==> src/rtl/if_fetch_stage.sv <==
// Instruction-fetch stage: PC register, synchronous imem request tracking, IF/ID register
// and a one-entry skid buffer that parks an in-flight instruction across a stall.
module if_fetch_stage #(
  parameter logic [31:0] RESET_PC = 32'h0000_0000,
  parameter logic [31:0] NOP_INST = 32'h0000_0013
) (
  input  logic        clk,
  input  logic        rst,
  input  logic        stall,
  input  logic        branch_taken,
  input  logic [31:0] branch_target,
  output logic [31:0] imem_addr,
  input  logic [31:0] imem_rdata,
  output logic [31:0] pc,
  output logic [31:0] ifid_pc,
  output logic [31:0] ifid_inst,
  output logic        ifid_valid,
  output logic        misalign,
  output logic [31:0] fetch_count
);

  typedef enum logic [1:0] {StBoot, StRun, StHold, StRedir} state_e;

  state_e      state_q, state_d;
  logic [31:0] pc_q, pc_d;
  logic        req_valid_q, req_valid_d;
  logic [31:0] req_pc_q, req_pc_d;
  logic        skid_valid_q, skid_valid_d;
  logic [31:0] skid_pc_q, skid_pc_d;
  logic [31:0] skid_inst_q, skid_inst_d;
  logic [31:0] ifid_pc_q, ifid_pc_d;
  logic [31:0] ifid_inst_q, ifid_inst_d;
  logic        ifid_valid_q, ifid_valid_d;
  logic        misalign_q, misalign_d;
  logic [31:0] fetch_count_q, fetch_count_d;

  // The skid entry is older than the data currently on imem_rdata, so it drains first.
  logic        sel_valid;
  logic [31:0] sel_pc;
  logic [31:0] sel_inst;

  assign sel_valid = skid_valid_q | req_valid_q;
  assign sel_pc    = skid_valid_q ? skid_pc_q : req_pc_q;
  assign sel_inst  = skid_valid_q ? skid_inst_q : imem_rdata;

  always_comb begin
    state_d       = state_q;
    pc_d          = pc_q;
    req_valid_d   = req_valid_q;
    req_pc_d      = req_pc_q;
    skid_valid_d  = skid_valid_q;
    skid_pc_d     = skid_pc_q;
    skid_inst_d   = skid_inst_q;
    ifid_pc_d     = ifid_pc_q;
    ifid_inst_d   = ifid_inst_q;
    ifid_valid_d  = ifid_valid_q;
    fetch_count_d = fetch_count_q;
    misalign_d    = 1'b0;

    if (branch_taken) begin
      pc_d         = {branch_target[31:2], 2'b00};
      req_valid_d  = 1'b0;
      skid_valid_d = 1'b0;
      ifid_pc_d    = 32'h0;
      ifid_inst_d  = NOP_INST;
      ifid_valid_d = 1'b0;
      misalign_d   = |branch_target[1:0];
      state_d      = StRedir;
    end else begin
      unique case (state_q)
        StBoot: begin
          pc_d         = pc_q + 32'd4;
          req_valid_d  = 1'b1;
          req_pc_d     = pc_q;
          ifid_pc_d    = 32'h0;
          ifid_inst_d  = NOP_INST;
          ifid_valid_d = 1'b0;
          state_d      = StRun;
        end
        StRun, StHold, StRedir: begin
          if (stall) begin
            // In HOLD req_valid is already clear, so the skid is left untouched.
            if (req_valid_q) begin
              skid_valid_d = 1'b1;
              skid_pc_d    = req_pc_q;
              skid_inst_d  = imem_rdata;
            end
            req_valid_d = 1'b0;
            state_d     = StHold;
          end else begin
            ifid_valid_d = sel_valid;
            ifid_pc_d    = sel_valid ? sel_pc : 32'h0;
            ifid_inst_d  = sel_valid ? sel_inst : NOP_INST;
            if (sel_valid) begin
              fetch_count_d = fetch_count_q + 32'd1;
            end
            skid_valid_d = 1'b0;
            if (skid_valid_q) begin
              req_valid_d = 1'b0;
            end else begin
              pc_d        = pc_q + 32'd4;
              req_valid_d = 1'b1;
              req_pc_d    = pc_q;
            end
            state_d = StRun;
          end
        end
        default: state_d = StBoot;
      endcase
    end
  end

  always_ff @(posedge clk) begin
    if (rst) begin
      state_q       <= StBoot;
      pc_q          <= RESET_PC;
      req_valid_q   <= 1'b0;
      req_pc_q      <= 32'h0;
      skid_valid_q  <= 1'b0;
      skid_pc_q     <= 32'h0;
      skid_inst_q   <= 32'h0;
      ifid_pc_q     <= 32'h0;
      ifid_inst_q   <= NOP_INST;
      ifid_valid_q  <= 1'b0;
      misalign_q    <= 1'b0;
      fetch_count_q <= 32'h0;
    end else begin
      state_q       <= state_d;
      pc_q          <= pc_d;
      req_valid_q   <= req_valid_d;
      req_pc_q      <= req_pc_d;
      skid_valid_q  <= skid_valid_d;
      skid_pc_q     <= skid_pc_d;
      skid_inst_q   <= skid_inst_d;
      ifid_pc_q     <= ifid_pc_d;
      ifid_inst_q   <= ifid_inst_d;
      ifid_valid_q  <= ifid_valid_d;
      misalign_q    <= misalign_d;
      fetch_count_q <= fetch_count_d;
    end
  end

  assign imem_addr   = pc_q;
  assign pc          = pc_q;
  assign ifid_pc     = ifid_pc_q;
  assign ifid_inst   = ifid_inst_q;
  assign ifid_valid  = ifid_valid_q;
  assign misalign    = misalign_q;
  assign fetch_count = fetch_count_q;

endmodule

==> config.mk <==
export PLATFORM = sky130hd
export DESIGN_NAME = if_fetch_stage
export DESIGN_NICKNAME = d
export VERILOG_FILES = /design/src/rtl/if_fetch_stage.sv
export SDC_FILE = /design/constraint.sdc
export NUM_CORES = 1
export LEC_CHECK = 0
export ABC_AREA = 1
export BUFFER_PORTS_ARGS = -buffer_cell sky130_fd_sc_hd__buf_2
export CORE_MARGIN = 5
export CORE_UTILIZATION = 49
export DETAILED_ROUTE_END_ITERATION = 8
export MAX_ROUTING_LAYER = met4
export PLACE_DENSITY = 0.76
export SLEW_MARGIN = 25
export SYNTH_ARGS = -nofsm -noshare
export SYNTH_HDL_FRONTEND = slang
export SYNTH_SLANG_ARGS = --single-unit
==> constraint.sdc <==
create_clock -name clk -period 1.5 [get_ports clk]
set_clock_uncertainty 0.1 [all_clocks]
set_input_delay 0.075 -clock clk [delete_from_list [all_inputs] [get_ports clk]]
set_output_delay 0.075 -clock clk [all_outputs]
set_load 0.02 [all_outputs]
Word level (Yosys, flattened, before mapping). Cells that the tools add are included.

Input bits: 68. Output and inout port bits: 162. Word-level logic and storage cells: 62. Register bits after elaboration: 230.

Multiplexer cells: 25. Eq/ne operators: 8. Add/subtract/negate cells: 2. Reduce and logical (&&, ||, !) cells: 11. Bitwise logic cells: 3.

Operator list (count): $mux 32 (11); $pmux 32 s2 (4); $add 32x1->32 const B (1); $add 32x3->32 const B (1); $reduce_and 4->1 (2); $ne 3x3->1 const B (2); $reduce_and 2->1 (3); $reduce_or 2->1 (3); $mux 1 (5); $eq 2x2->1 const B (2); $mux 2 (2); $ne 2x2->1 const B (2); $pmux 1 s2 (2); $pmux 2 s2 (1); $reduce_and 3->1 (1); $reduce_or 3->1 (1); $eq 2x1->1 const B (1); $logic_not 2->1 (1); $ne 2x1->1 const B (1); $not 1->1 (2); $or 1x1->1 (1).

Logic depth before layout (Yosys ltp). Gate-level depths: netlist of run 1.

Word-level depth: 5. Mapped depth: 11. Mapped depth without buffers: 10.

Least setup slack after synthesis of run 1. OpenSTA, ideal clock, no wires.

Kind: register to register. From: register pc_q[2], in the netlist imem_addr[2]. To: register pc_q[26], in the netlist imem_addr[26]. Buffers on the path: 0. Library setup time: 0.132 ns. Cell stages (with the launch flop): 11. Clock period less this slack: 1.843 ns. Data arrival time: 1.611 ns. Slack: -0.343 ns. Required time: 1.268 ns. Path through: dfxtp_1 ha_1 nand2_1 nor2_1 nand2_2 nor2_4 nand2_1 nand2_1 nand3_1 nand2_1 a21oi_1.

Longest elaborated chain between the ends: 5.

RTL lines: from (decl) (line 25) `logic [31:0] pc_q, pc_d;`; from (signal assigned) (line 129) `pc_q <= pc_d;`; $add 32x3->32 (*) (line 72, 101); $mux 32 (line 98) `if (skid_valid_q) begin`; $mux 32 (line 81) `if (stall) begin`; $pmux 32 s2 (*) (line 70) `unique case (state_q)`; $mux 32 (*) (line 60) `if (branch_taken) begin`.

Mark *: on every way between the ends. The rest lies on a longest branch, timed or not. The select of a mux whose other input is x is not followed. A chain may end at the register's enable or synchronous reset.

Worst setup path after layout of run 1.
From: register pc_q[3], in the netlist imem_addr[3]. To: register pc_q[12], in the netlist imem_addr[12].

Same word-level chain as after synthesis.

==> impl_metrics.py, run 1 <==
metrics = {
    "run_status": {
        "status": "complete, but fails checks",
        "violations": "negative hold slack, negative setup slack",
    },
    "sta": {
        "hold_violations": 2,
        "finalSetupViolations": 44,
        "hold_ws_ns": -0.01082,
        "fmax_mhz": 604.7,
        "max_slew_margin": 0.6012,
        "setup_slack_ns": -0.1538,
        "worstMarginPinSlew_ns": 0.5962,
        "min_period_ns": 1.654,
        "fin_crit_sh": 1.103,
        "rsz0062_at_grt": "yes",
        "maxSlewViolCount": 0,
    },
    "final_layout": {
        "drive_gt1_frac": 0.3457,
        "utilization": 0.7457,
        "syn_to_final_growth_pct": 49.23,
        "diodes": 0,
        "nets": 1936,
    },
    "clock_network": {
        "clockRootBuffer": "clkbuf_16",
        "cts.sink_count": 222,
        "cts_tree": "done",
        "path_clk_slew_ns": 0.06,
        "cts_buffers": 25,
        "htree_levels": 1,
        "clk_latency_ns": 0.51,
        "clk_path_buf_depth": 3,
    },
    "floorplan": {
        "die_h_um": 154.1,
        "core_mm2": 0.02036,
        "die_width_um": 154.1,
        "ios": 230,
        "row_count": 52,
        "dieArea_mm2": 0.02375,
        "initial_core_util": 0.4997,
    },
    "power": {
        "finalPower_uw": 14060,
        "p_leak_uw": 0.006586,
        "peakVddDrop_uv": 912.1,
        "p_per_area_mw_per_mm2": 925.7,
    },
    "global_route": {
        "grt-ovfl-total": 0,
        "gr-usage-all-layers": 0.2686,
        "grt_pass1_vias": 10576,
        "grt_pass1_wl_um": 52470,
        "antenna_found_initial": 0,
        "grt_max_degree": 97,
    },
    "synthesis": {
        "yosysTopAreaCell": "dfxtp_1",
        "synth_area_mm2": 0.01018,
        "netlist.area_leader.share": 0.4367,
        "synth_seq_cells": 222,
        "synth_commonest_cells": "367 x nand2_1, 222 x dfxtp_1, 186 x a21oi_1",
        "ys_types": 43,
        "synth_cells": 1460,
        "synth_ff_type": "dfxtp_1",
        "yosysWarningCount": 0,
        "synthArstFlopShare": 0,
        "synth-edff-count": 0,
        "syn_area_per_cell_um2": 6.970,
        "synth-seq-area-share": 0.4367,
        "netlist_top_cells_area": "dfxtp_1 44%, nand2_1 14%, a21oi_1 9.1%",
        "synthMostInstantiatedCell": "nand2_1",
    },
    "worst_hold_path": {
        "hold_start": "rst",
        "worstHoldPathCells": 3,
        "hold_end": "imem_addr[20]",
        "worstHoldPathType": "in -> reg",
    },
    "detailed_routing": {
        "drt_iter0_markers": 1019,
        "ant_nets": 0,
        "wl_per_cell_um": 17.30,
        "drc": 0,
        "viasPerCell": 5.496,
        "first_pass_iters": 6,
        "num_vias": 11832,
        "wl_um": 37260,
    },
    "setup_path": {
        "worstPathMaxFanout": 4,
        "end_kind": "register",
        "r2r-end": "imem_addr[12]",
        "cp-start-kind": "register",
        "cp_data_arrival_time_ns": 1.93,
        "r2r-start": "imem_addr[3]",
        "r2r_cells": 9,
        "critical_path_required_ns": 1.78,
        "criticalPathCategory": "reg -> reg",
        "ff2ff_setup_slack_ns": -0.15,
    },
    "place": {
        "place_congestion": 0.9557,
        "io_buffers": 223,
        "place_ws_ns": -0.1216,
        "hpwl_um": 21700,
    },
    "flow_run": {
        "maxCapViolCount": 0,
    },
}
[layout make-up]
type / instances / area [µm²]
clock buffers: 38 / 734.5
clock inverters: 6 / 57.56
fillers: 1441 / 5179
inverters: 136 / 528.0
multi-input cells: 994 / 5269
flip-flops and latches: 222 / 4549
well taps: 270 / 337.8
repair buffers: 487 / 3710
[worst max path at each step]
| stage | start | to | slack (ns) | depth (start not counted) |
|---|---|---|---|---|
| after floorplan | imem_addr[2] | imem_addr[26] | -0.0008 | 10 |
| after global placement | skid_valid_q | imem_addr[14] | -0.08 | 7 |
| after detailed placement | imem_addr[3] | imem_addr[16] | -0.12 | 9 |
| after CTS | imem_addr[2] | imem_addr[16] | -0.06 | 9 |
| after global routing | imem_addr[3] | imem_addr[12] | -0.21 | 9 |
| final | imem_addr[3] | imem_addr[12] | -0.15 | 9 |
[power breakdown]
| part | leakage (µW) | internal [µW] | total [µW] | switching, µW |
|---|---|---|---|---|
| Combinational | 0.00436 | 784 | 1910 | 1130 |
| Sequential | 0.00183 | 6070 | 6210 | 145 |
| Clock | 0.000394 | 3530 | 5940 | 2410 |
[placed cells by master, fill, tap and decap left out, drive strengths merged, types with 3 or more instances in the layout]
| cell type | n |
|---|---|
| buf | 408 |
| nand2 | 375 |
| dfxtp | 222 |
| a21oi | 186 |
| o21ai | 180 |
| inv | 138 |
| nor2 | 121 |
| dlygate4sd3 | 72 |
| clkbuf | 45 |
| nand3 | 43 |
| nand4 | 14 |
| nor3 | 12 |
| a31oi | 7 |
| a211oi | 6 |
| conb | 6 |
| nand3b | 5 |
| o211ai | 5 |
| a22oi | 5 |
| xnor2 | 5 |
| o22ai | 4 |
| xor2 | 4 |
| o21bai | 3 |
| clkinv | 3 |
| nor3b | 3 |
[worst max-delay path, cell delays in order, from the launching register on]
cell	delay, ns
dfxtp_4	0.39
ha_4	0.15
nand2_4	0.05
nor2_4	0.16
buf_4	0.15
inv_1	0.06
nor2_2	0.13
nand3_1	0.11
o211ai_1	0.11
a21oi_1	0.08
[flip-flops by register name, summed over array words and instances (netlist names)]
signal	flops
fetch_count	32
ifid_inst	32
skid_inst_q	32
ifid_pc	30
imem_addr	30
req_pc_q	30
skid_pc_q	30
state_q	2
ifid_valid	1
misalign	1
req_valid_q	1
skid_valid_q	1
[metal layers]
layer	up-vias	GRT usage	share of wire	wire length (µm)
li1	5537	-	-	-
met1	5471	0.3490	0.39	14700
met2	691	0.4382	0.48	17900
met3	133	0.03569	0.088	3269
met4	0	0.08074	0.037	1389
met5	-	-	0	0
[timing repair]
action / CTS / global route
setup endpoints to repair: 145 / 197
hold buffers: 72 / 0
pin swaps: 21 / 56
resized for setup: 82 / 194
hold endpoints to repair: 104 / 0
buffers inserted: 4 / 27
gates cloned: 2 / 9
[kinds of logic (layout without fill, tap and decap cells)]
family          after synthesis  after routing  share of synthesized area
xor+xnor                      9              9                   0.007746
buf+inv                     249            667                     0.1107
flops                       222            222                     0.4367
other cells                   1              6                  0.0003685
compound gates              401            401                     0.2051
simple gates                576            576                     0.2369
fa+ha+maj                     2              2                   0.002459
[stage by stage]
stage | setup TNS (ns) | cells | cell area, µm² | hold WS, ns
after floorplan | -0.0008016 | 1465 | 10310 | 0.08523
after global placement | -1.108 | 1995 | 12410 | 0.1876
after detailed placement | -3.742 | 1995 | 12410 | 0.1927
after CTS | -0.8461 | 2117 | 14170 | -0.009889
after global routing | -14.93 | 2153 | 15190 | 0.001123
final | -2.651 | 2153 | 15190 | -0.01082
Note: power is estimated with default switching activity, not from simulation.
==> run 2: changes to the inputs <==
--- a/config.mk
+++ b/config.mk
@@ -12,6 +12,7 @@
 export DETAILED_ROUTE_END_ITERATION = 8
 export MAX_ROUTING_LAYER = met4
 export PLACE_DENSITY = 0.76
+export REMOVE_ABC_BUFFERS = 1
 export SLEW_MARGIN = 25
 export SYNTH_ARGS = -nofsm -noshare
 export SYNTH_HDL_FRONTEND = slang
==> run 2 against run 1 <==
Against the previous run: the flow finishes with violations (negative setup slack); combinational power rose by 17%; worst hold slack improved by 0.081 ns; count of clock-buffer cells in the layout fell by 7; fmax fell by 6.4%.
==> impl_metrics.py, run 2 (same netlist as run 1, synthesis figures left out) <==
metrics = {
    "run_status": {
        "status": "complete, but fails checks",
        "violations": "negative setup slack",
    },
    "global_route": {
        "grt_max_degree": 48,
        "grt_pass1_vias": 11145,
        "gr-usage-all-layers": 0.2880,
        "antenna_found_initial": 2,
        "grt-ovfl-total": 0,
        "grt_pass1_wl_um": 55950,
    },
    "power": {
        "p_leak_uw": 0.006846,
        "p_per_area_mw_per_mm2": 901.2,
        "peakVddDrop_uv": 700.1,
        "finalPower_uw": 14510,
    },
    "worst_hold_path": {
        "worstHoldPathType": "in -> reg",
    },
    "clock_network": {
        "clk_path_buf_depth": 3,
        "clk_latency_ns": 0.53,
        "cts.sink_count": 222,
        "clockRootBuffer": "clkbuf_16",
        "cts_buffers": 24,
        "path_clk_slew_ns": 0.07,
        "cts_tree": "done",
        "htree_levels": 1,
    },
    "floorplan": {
        "row_count": 52,
        "core_mm2": 0.02036,
        "initial_core_util": 0.4997,
        "die_h_um": 154.1,
        "die_width_um": 154.1,
        "ios": 230,
        "dieArea_mm2": 0.02375,
    },
    "detailed_routing": {
        "drc": 0,
        "num_vias": 12881,
        "ant_nets": 0,
        "viasPerCell": 5.917,
        "first_pass_iters": 9,
        "drt_iter0_markers": 1537,
        "wl_per_cell_um": 21.04,
        "wl_um": 45810,
    },
    "sta": {
        "maxSlewViolCount": 0,
        "rsz0062_at_grt": "yes",
        "fin_crit_sh": 1.178,
        "fmax_mhz": 565.9,
        "tns_ns": -21.34,
        "hold_violations": 0,
        "setup_slack_ns": -0.2672,
        "finalSetupViolations": 190,
        "hold_ws_ns": 0.06971,
        "min_period_ns": 1.767,
    },
    "place": {
        "place_area_mm2": 0.01232,
        "hpwl_um": 21730,
        "place_ws_ns": -0.2810,
        "place_congestion": 0.9760,
        "io_buffers": 223,
    },
    "final_layout": {
        "mostFrequentLayoutCells": "323 x nand2_1, 223 x buf_2, 179 x dfxtp_1",
        "syn_to_final_growth_pct": 58.26,
        "final_common_cell": "nand2_1",
        "postLayoutCellArea_mm2": 0.01610,
        "drive_gt1_frac": 0.4023,
        "nets": 1959,
    },
    "flow_run": {
        "maxCapViolCount": 0,
    },
    "setup_path": {
        "criticalPathCategory": "reg -> reg",
        "worstPathMaxFanout": 4,
        "end_kind": "register",
        "cp-start-kind": "register",
        "cp_data_arrival_time_ns": 2.11,
        "critical_path_required_ns": 1.84,
    },
}
run 2: final cells by class:
cell class | instances | area, µm²
fillers | 1155 | 4260
flip-flops and latches | 222 | 4526
well taps | 270 | 337.8
clock inverters | 10 | 115.1
clock buffers | 31 | 658.1
repair buffers | 510 | 4233
inverters | 136 | 545.5
multi-input cells | 995 | 5682
diodes | 3 | 7.507
run 2: per-layer routing:
metal	vias up	track usage	routed length [µm]
met5	-	-	0
met4	0	0.09882	3169
met3	304	0.04328	5223
met2	1025	0.4696	21100
met1	5947	0.3662	16320
li1	5605	-	-
run 2: metrics by stage:
stage                     std cells  utilization
after floorplan                1352            -
after global placement         1995       0.6049
after detailed placement       1995       0.6049
after CTS                      2133       0.7090
after global routing           2176       0.7907
final                          2177       0.7908
run 2: report_power, final:
part           total [µW]  internal (µW)  switching [µW]
registers            6210           6070             142
clock network        6060           3450            2620
logic                2240            919            1320
run 2: worst max-delay path, cell delays in order (launching register included):
cell and delay (ns):
dfxtp_4 0.39, ha_4 0.16, nand2_2 0.07, nor2_4 0.16, nand3_1 0.20, o21ai_1 0.21
nand2_1 0.08, nand2_1 0.07, nand2_1 0.05, a21oi_1 0.19
run 2: final timing paths:
path | start | end | slack (ns) | cells past startpoint
setup / recovery | imem_addr[2] | imem_addr[20] | -0.27 | 9
hold reg to reg | req_pc_q[5] | skid_pc_q[5] | 0.36 | 2
hold / removal | branch_taken | imem_addr[24] | 0.07 | 6
setup reg to reg | imem_addr[2] | imem_addr[20] | -0.27 | 9
run 2: timing repair:
action | CTS | global route
pin swaps | 25 | 86
hold buffers | 73 | 0
endpoints found under the setup margin | 113 | 189
cloned | 8 | 21
setup buffers | 16 | 23
resized for setup | 111 | 358
hold endpoints to repair | 109 | 0
